## config.mk

```make
export PLATFORM = sky130hd
export DESIGN_NAME = gbc_vram_dma_controller
export DESIGN_NICKNAME = d
export VERILOG_FILES = /design/src/rtl/gbc_video_pkg.sv /design/src/rtl/gbc_vram_dma_controller.sv
export SDC_FILE = /design/constraint.sdc
export NUM_CORES = 1
export LEC_CHECK = 0
export CELL_PAD_IN_SITES_DETAIL_PLACEMENT = 1
export CELL_PAD_IN_SITES_GLOBAL_PLACEMENT = 2
export CORE_MARGIN = 10
export CORE_UTILIZATION = 33
export DETAILED_ROUTE_END_ITERATION = 6
export HOLD_SLACK_MARGIN = 0.12
export PLACE_DENSITY = 0.84
export SLEW_MARGIN = 20
export SYNTH_ARGS = -nofsm -noshare
export SYNTH_HDL_FRONTEND = slang
export SYNTH_SLANG_ARGS = --single-unit
export TNS_END_PERCENT = 10
```

## constraint.sdc

```tcl
create_clock -name Clk -period 3.1 [get_ports Clk]
set_input_delay 0.62 -clock Clk [delete_from_list [all_inputs] [get_ports Clk]]
set_output_delay 0.62 -clock Clk [all_outputs]
set_load 0.01 [all_outputs]
```

## src/rtl/gbc_video_pkg.sv

```systemverilog
// Shared types and constants for the CGB video subsystem: VRAM DMA state encoding,
// HDMA register offsets within FF51-FF55 and the fixed DMA block size.
package gbc_video_pkg;

    localparam int BLOCK_BYTES = 16;

    typedef enum logic [2:0] {
        IDLE,
        HWAIT,
        RD,
        RDATA,
        WR,
        BLKEND
    } dma_state_t;

    localparam logic [2:0] REG_HDMA1 = 3'd0;
    localparam logic [2:0] REG_HDMA2 = 3'd1;
    localparam logic [2:0] REG_HDMA3 = 3'd2;
    localparam logic [2:0] REG_HDMA4 = 3'd3;
    localparam logic [2:0] REG_HDMA5 = 3'd4;

    // HBlank entry is the PPU leaving pixel transfer (mode 3) straight into mode 0.
    function automatic logic is_hblank_entry(input logic [1:0] mode_prev, input logic [1:0] mode_now);
        return (mode_prev == 2'd3) && (mode_now == 2'd0);
    endfunction

endpackage

```

## src/rtl/gbc_vram_dma_controller.sv

```systemverilog
// CGB VRAM DMA engine (FF51-FF55): copies 16-byte blocks from the system bus into the
// selected VRAM bank, either all at once (GDMA) or one block per HBlank (HDMA).
module gbc_vram_dma_controller
    import gbc_video_pkg::*;
#(
    parameter int LEN_W = 7
) (
    input  logic        Clk,
    input  logic        Reset,
    input  logic        ClkEn,
    input  logic        RegAccess,
    input  logic        RegWrite,
    input  logic [2:0]  RegAddr,
    input  logic [7:0]  RegWData,
    output logic [7:0]  RegRData,
    input  logic [1:0]  Mode,
    input  logic        LcdOn,
    output logic        SrcAccess,
    output logic [15:0] SrcAddress,
    input  logic        SrcReady,
    input  logic        SrcDataReady,
    input  logic [7:0]  SrcData,
    output logic        VramAccess,
    output logic [12:0] VramAddress,
    output logic [7:0]  VramData,
    input  logic        VramReady,
    output logic        DmaActive,
    output logic        CpuStall
);

    localparam int BYTE_W = $clog2(BLOCK_BYTES);
    localparam logic [BYTE_W-1:0] LAST_BYTE = BYTE_W'(BLOCK_BYTES - 1);

    dma_state_t         state_q, state_d;
    logic [15:0]        src_q, src_d;
    logic [12:0]        dst_q, dst_d;
    logic [LEN_W-1:0]   remaining_q, remaining_d;
    logic [BYTE_W-1:0]  byte_q, byte_d;
    logic [7:0]         data_q, data_d;
    logic [1:0]         mode_prev_q, mode_prev_d;
    logic               hdma_q, hdma_d;
    logic               cancel_q, cancel_d;
    logic               kick_q, kick_d;

    logic reg_wr;
    logic ctrl_wr;
    logic cancel_now;
    logic hblank_entry;
    logic block_done;

    assign reg_wr       = ClkEn && RegAccess && RegWrite;
    assign ctrl_wr      = reg_wr && (RegAddr == REG_HDMA5);
    // hdma_q is only ever set while an HDMA transfer is open, so this is the cancel request.
    assign cancel_now   = ctrl_wr && hdma_q && !RegWData[7];
    assign hblank_entry = is_hblank_entry(mode_prev_q, Mode);
    assign block_done   = (remaining_q == '0) || cancel_q;

    always_ff @(posedge Clk or posedge Reset) begin
        if (Reset) begin
            state_q <= IDLE;
        end else begin
            state_q <= state_d;
        end
    end

    always_comb begin
        state_d = state_q;
        if (ClkEn) begin
            case (state_q)
                IDLE: begin
                    if (ctrl_wr) state_d = RegWData[7] ? HWAIT : RD;
                end
                HWAIT: begin
                    if (cancel_now || cancel_q)        state_d = IDLE;
                    else if (kick_q || hblank_entry)   state_d = RD;
                end
                RD: begin
                    if (SrcReady) state_d = RDATA;
                end
                RDATA: begin
                    if (SrcDataReady) state_d = WR;
                end
                WR: begin
                    if (VramReady) state_d = (byte_q == LAST_BYTE) ? BLKEND : RD;
                end
                BLKEND: begin
                    if (block_done) state_d = IDLE;
                    else            state_d = hdma_q ? HWAIT : RD;
                end
                default: state_d = IDLE;
            endcase
        end
    end

    always_comb begin
        SrcAccess   = 1'b0;
        SrcAddress  = '0;
        VramAccess  = 1'b0;
        VramAddress = '0;
        VramData    = '0;
        DmaActive   = 1'b0;
        case (state_q)
            RD: begin
                SrcAccess  = 1'b1;
                SrcAddress = src_q;
                DmaActive  = 1'b1;
            end
            RDATA, BLKEND: begin
                DmaActive = 1'b1;
            end
            WR: begin
                VramAccess  = 1'b1;
                VramAddress = dst_q;
                VramData    = data_q;
                DmaActive   = 1'b1;
            end
            default: ;
        endcase
    end

    assign CpuStall = DmaActive;
    assign RegRData = (RegAddr == REG_HDMA5) ? 8'({(state_q == IDLE), remaining_q}) : 8'hFF;

    always_comb begin
        src_d       = src_q;
        dst_d       = dst_q;
        remaining_d = remaining_q;
        byte_d      = byte_q;
        data_d      = data_q;
        mode_prev_d = mode_prev_q;
        hdma_d      = hdma_q;
        cancel_d    = cancel_q;
        kick_d      = kick_q;
        if (ClkEn) begin
            mode_prev_d = Mode;
            // Address registers double as the running counters, so they only load while idle.
            if (reg_wr && (state_q == IDLE)) begin
                case (RegAddr)
                    REG_HDMA1: src_d[15:8] = RegWData;
                    REG_HDMA2: src_d[7:0]  = {RegWData[7:4], 4'h0};
                    REG_HDMA3: dst_d[12:8] = RegWData[4:0];
                    REG_HDMA4: dst_d[7:0]  = {RegWData[7:4], 4'h0};
                    REG_HDMA5: begin
                        remaining_d = RegWData[LEN_W-1:0];
                        hdma_d      = RegWData[7];
                        cancel_d    = 1'b0;
                        kick_d      = RegWData[7] && !LcdOn;
                        byte_d      = '0;
                    end
                    default: ;
                endcase
            end
            if (cancel_now) cancel_d = 1'b1;
            case (state_q)
                HWAIT: begin
                    if (cancel_now || cancel_q) begin
                        hdma_d   = 1'b0;
                        cancel_d = 1'b0;
                        kick_d   = 1'b0;
                    end else if (kick_q || hblank_entry) begin
                        kick_d = 1'b0;
                    end
                end
                RDATA: begin
                    if (SrcDataReady) data_d = SrcData;
                end
                WR: begin
                    if (VramReady) begin
                        src_d  = src_q + 16'd1;
                        dst_d  = dst_q + 13'd1;
                        byte_d = byte_q + BYTE_W'(1);
                    end
                end
                BLKEND: begin
                    remaining_d = remaining_q - LEN_W'(1);
                    if (block_done) begin
                        hdma_d   = 1'b0;
                        cancel_d = 1'b0;
                    end
                end
                default: ;
            endcase
        end
    end

    always_ff @(posedge Clk or posedge Reset) begin
        if (Reset) begin
            src_q       <= '0;
            dst_q       <= '0;
            remaining_q <= '1;
            byte_q      <= '0;
            data_q      <= '0;
            mode_prev_q <= '0;
            hdma_q      <= 1'b0;
            cancel_q    <= 1'b0;
            kick_q      <= 1'b0;
        end else begin
            src_q       <= src_d;
            dst_q       <= dst_d;
            remaining_q <= remaining_d;
            byte_q      <= byte_d;
            data_q      <= data_d;
            mode_prev_q <= mode_prev_d;
            hdma_q      <= hdma_d;
            cancel_q    <= cancel_d;
            kick_q      <= kick_d;
        end
    end

endmodule
```

== After elaboration in Yosys (flattened, before gate mapping) ==
Index checks and enable logic that the tools add are counted.
Word-level totals
  register bits after elaboration: 56
  logic and storage cells: 104
  bits of input ports: 30
  output and inout bits: 49
Cells by class
  equal/unequal tests: 16
  add/subtract/negate cells: 4
  mux-type cells: 51
  reduce and logical (&&, ||, !) cells: 23
Operators with widths (number)
  2-to-1 mux 16 bit: 4
  2-to-1 mux 13 bit: 4
  2-to-1 mux 8 bit: 5
  2-to-1 mux 3 bit: 7
  2-to-1 mux 7 bit: 3
  one-hot mux 3 bit (6 select lines): 1
  2-to-1 mux 1 bit: 17
  adder 16 x 1 -> 16 bit, second input constant: 1
  2-to-1 mux 4 bit: 4
  adder 13 x 1 -> 13 bit, second input constant: 1
  == test 3 x 2 -> 1 bit, second input constant: 4
  == test 3 bit, second input constant: 3
  logical AND 1 bit: 8
  != test 2 bit, second input constant: 4
  logical NOT 7 bit: 1
  subtractor 7 x 1 -> 7 bit, second input constant: 1
  == test 3 x 1 -> 1 bit, second input constant: 2
  logical NOT 3 bit: 2
  2-to-1 mux 2 bit: 3
  AND reduction 3 bit: 2
  AND reduction 6 bit: 1
  2-to-1 mux 5 bit: 1
  adder 4 x 1 -> 4 bit, second input constant: 1
  == test 4 bit, second input constant: 1
  other kinds (8): 13

== Depth between registers and ports, before layout ==
  word-level depth: 8
  mapped depth: 7
  depth with buffers taken out: 6

== Least setup slack after synthesis ==
OpenSTA, ideal clock, no wires.
  path kind: input -> register
  start point: input ClkEn
  end point: register state_q[0]
  required time: 2.975 ns
  setup slack: 0.905 ns
  setup time: 0.125 ns
  stages on the path: 5
  data arrival time: 2.070 ns
  path buffers: 1
  cell sequence: buf_2 -> nand3_1 -> o41a_2 -> a211oi_2 -> mux2_2
On the way
  cells in the longest elaborated chain, start to end: 8
  elaborated cells between the ends (all ways): 11
  classes of those cells: 2 x eq/ne; 2 x mux; 7 x reduce/logical
Ends and longest elaborated chain
  start: declaration: RTL line gbc_vram_dma_controller.sv:10  | input logic ClkEn,
  logical AND 1 bit (2 in series): RTL line gbc_vram_dma_controller.sv:51  | assign reg_wr = ClkEn && RegAccess && RegWrite;
  logical AND 1 bit: RTL line gbc_vram_dma_controller.sv:52  | assign ctrl_wr = reg_wr && (RegAddr == REG_HDMA5);
  logical AND 1 bit (2 in series): RTL line gbc_vram_dma_controller.sv:54  | assign cancel_now = ctrl_wr && hdma_q && !RegWData[7];
  logical OR 1 bit: RTL line gbc_vram_dma_controller.sv:74  | if (cancel_now || cancel_q) state_d = IDLE;
  != test 3 bit (no line) / 2-to-1 mux 3 bit (equally long branches)
  AND reduction 6 bit (no line) / one-hot mux 3 bit (6 select lines) (equally long branches)
  end signal: assignment: RTL line gbc_vram_dma_controller.sv:62  | state_q <= state_d;
  end: declaration: RTL line gbc_vram_dma_controller.sv:34  | dma_state_t state_q, state_d;
Several ways; a longest one is shown, not always the timed one.
A chain may end at the register's enable or synchronous reset.

== Worst setup path in the final report ==
  start point: input RegAddr[2]
  end point: output RegRData[2]
On the way
  cells in the longest elaborated chain, start to end: 2
Ends and longest elaborated chain
  start: declaration: RTL line gbc_vram_dma_controller.sv:13  | input logic [2:0] RegAddr,
  == test 3 bit: RTL line gbc_vram_dma_controller.sv:122  | assign RegRData = (RegAddr == REG_HDMA5) ? 8'({(state_q == IDLE), remaining_q}) : 8'hFF;
  2-to-1 mux 8 bit: RTL line gbc_vram_dma_controller.sv:122
  end: declaration: RTL line gbc_vram_dma_controller.sv:15  | output logic [7:0] RegRData,
Every way passes these cells.

==> out/qor.csv <==
metric,value,unit
outcome,finished clean,
initial antenna violation count,0,
Sum Neg Setup Slack,0,ns
postcts setup bufs,0,
Buf/Inv on CP,2,
die area,16200,sq um
Worst setup SP type,input port,
routed vias/inst,5.71,
Layout Nets,535,
share of cells above drive strength 1,12.7,%
Slew @ Worst Pin,0.780,ns
CP max-delay cell,clkdlybuf4s50_1,
Die X,127,um
GP Congestion,0.873,
# clock sinks,56,
Yosys cell types,67,
sequential element share of the synthesized area,37.2,%
worst-path fanout max,6,
worst hold path type,reg -> reg,
Row Count,39,
P_leak,1.95,nW
Max VDD drop,361,uV
DP Cell Count,637,
Pins Over Slew Limit,0,
ANT cells,0,
total grt overflow,0,
Post-synth EDFFs,0,
CTS H-Tree Depth,2,
Resize count post-CTS,0,
WP data arrival,2.28,ns
Mapped Avg Cell Area,8.83,sq um
# port buffers,78,
Yosys reg bits,56,
Initial Util,33.5,%
minimum clock period,2.90,ns
final wirelength,12800,um
GR Util met2,27.0,%
Max Cap Violations,0,
Die Span Y,127,um
worst rel slew slack,48.0,%
PwrDens,723,nW/um^2
grt met1 use,19.4,%
"Largest delay share family, worst path",buffers and inverters,
"Hold Vio Cnt, Final",0,
hold-fix buffers at CTS,0,
top_reg_cell synth,dfrtp_1,
total track usage,15.4,%
crit path capture type,output pin,
Final Skew,0.00886,ns
CP peak stage delay,0.49,ns
clk buf depth,2,
Mapped Cells,429,
CP Class,in -> out,
first drt pass iteration count,4,
placed wire-length estimate,9580,um
Worst-Skew Late Latency,0.30,ns
f_max,344,MHz
first-pass GRT wire length,20900,um
met3 Usage GRT,2.27,%
CTS Buf Count,5,
clock transition at the registers of the reported paths,0.08,ns
DRC,0,
GR peak layer,met2,
Area growth syn-to-layout,29.2,%
non-filler instance count after layout,645,
wire per inst,19.8,um
Ys Warns,0,
"Req. time, crit path",2.48,ns
Ports,79,
CTS tree,yes,
worst slack at placement,0.191,ns
Starting DRT DRC Count,252,
vias in the first global route,3828,
final setup violation count,0,
Post-Synthesis Net Count,463,
final setup margin,0.196,ns
root buffer cell,clkbuf_16,
via count,3682,
crit share post-route,93.7,%
RSZ-0062 raised after global routing,false,
post-synthesis cell area,3790,sq um
largest net degree at the start of global routing,57,
Post-synth ARST share,100,%
critical path's most frequent cell,clkdlybuf4s50_1,
Layout Utilization,43.2,%
"Cell Chain, Critical Path",clkdlybuf4s50_1 -> or3b_4 -> or2_2 -> clkdlybuf4s50_1,
DRT antenna net count,0,
core box area,11300,sq um
registers in the layout (all words and copies together), names as in the netlist, 2 cells and up:
name         flops
state_q          3
dst_q           13
remaining_q      7
mode_prev_q      2
byte_q           4
data_q           8
src_q           16
through the flow:
step | total power (W) | hold WS, ns | cell area (sq um)
2_1_floorplan | 0.00229 | 0.466 | 3790
6_report | 0.00354 | 0.502 | 4890
3_5_place_dp | 0.00297 | 0.487 | 4750
3_3_place_gp | 0.00288 | 0.480 | 4750
4_1_cts | 0.00359 | 0.506 | 4890
5_1_grt | 0.00381 | 0.513 | 4890
cell type report:
cell class	count	area, sq um
Tap cell	143	179
Inverter	10	37.5
Clock buffer	5	125
Multi-Input combinational cell	332	2200
Sequential cell	56	1410
Clock inverter	3	22.5
Timing Repair Buffer	96	916
Fill cell	1340	6430
worst reg2reg max path: stages, from the launching register on:
cell	delay (ns)
dfstp_2	0.39
inv_1	0.13
ha_1	0.24
nor4b_1	0.57
a211oi_1	0.22
a211o_1	0.33
mux2_2	0.26
cells by family after synthesis:
| kind of cell | after synthesis | synth area share [%] |
|---|---|---|
| compound gates | 93 | 18.2 |
| xor+xnor | 2 | 0.462 |
| simple gates | 211 | 31.8 |
| mux | 22 | 6.27 |
| flops | 56 | 37.2 |
| fa+ha+maj | 4 | 1.32 |
| buf+inv | 41 | 4.72 |
layout by cell type (no fill, tap or decap), drive strengths merged, types with 4 or more instances in the layout:
master	n
dfrtp	49
and2	37
or2	9
buf	18
nor3	30
nand3	21
mux2i	8
nand2b	4
clkdlybuf4s50	78
nor2	27
mux2	14
and4	8
o21ai	13
o2bb2ai	5
a211oi	13
and3	6
a2bb2oi	5
a31oi	9
nand2	29
ha	4
dfstp	7
nor4	5
a21oi	11
clkbuf	5
nor2b	5
inv	11
nand4	11
a22o	4
synthesized netlist by cell type, drive strengths merged (5+ instances only):
library cell | number | area, sq um
dfrtp | 49 | 1230
and2 | 37 | 233
nor3 | 30 | 161
nand2 | 29 | 109
nor2 | 27 | 101
nand3 | 21 | 105
clkbuf | 17 | 63.8
buf | 14 | 77.6
mux2 | 14 | 158
a211oi | 13 | 103
o21ai | 13 | 65.1
a21oi | 11 | 55.1
nand4 | 11 | 68.8
inv | 10 | 37.5
a31oi | 9 | 56.3
or2 | 9 | 56.3
and4 | 8 | 70.1
mux2i | 8 | 80.1
dfstp | 7 | 184
and3 | 6 | 37.5
a2bb2oi | 5 | 43.8
nor2b | 5 | 31.3
nor4 | 5 | 46.3
o2bb2ai | 5 | 43.8
final timing paths:
check                               to  cells after the start            from  slack, ns
max in group asynchronous       hdma_q                      3           Reset       1.72
setup reg to reg            state_q[0]                      6  remaining_q[0]       0.85
min in group asynchronous    data_q[6]                      3           Reset       0.85
setup / recovery           RegRData[2]                      4      RegAddr[2]       0.20
hold reg to reg              data_q[3]                      1       data_q[3]       0.50
hold / removal               data_q[3]                      1       data_q[3]       0.50
layer usage:
layer,wire [um],share of wire (%)
met1,5550,43
met2,6510,51
met3,551,4.3
met4,169,1.3
met5,0,0
power breakdown:
group	switching (W)	leakage [nW]	total, W	internal [W]
registers	0.000369	0.696	0.00141	0.00104
clock network	0.000291	0.0742	0.000595	0.000304
logic	0.000746	1.18	0.00153	0.000784
Note: power is estimated with default switching activity, not from simulation.
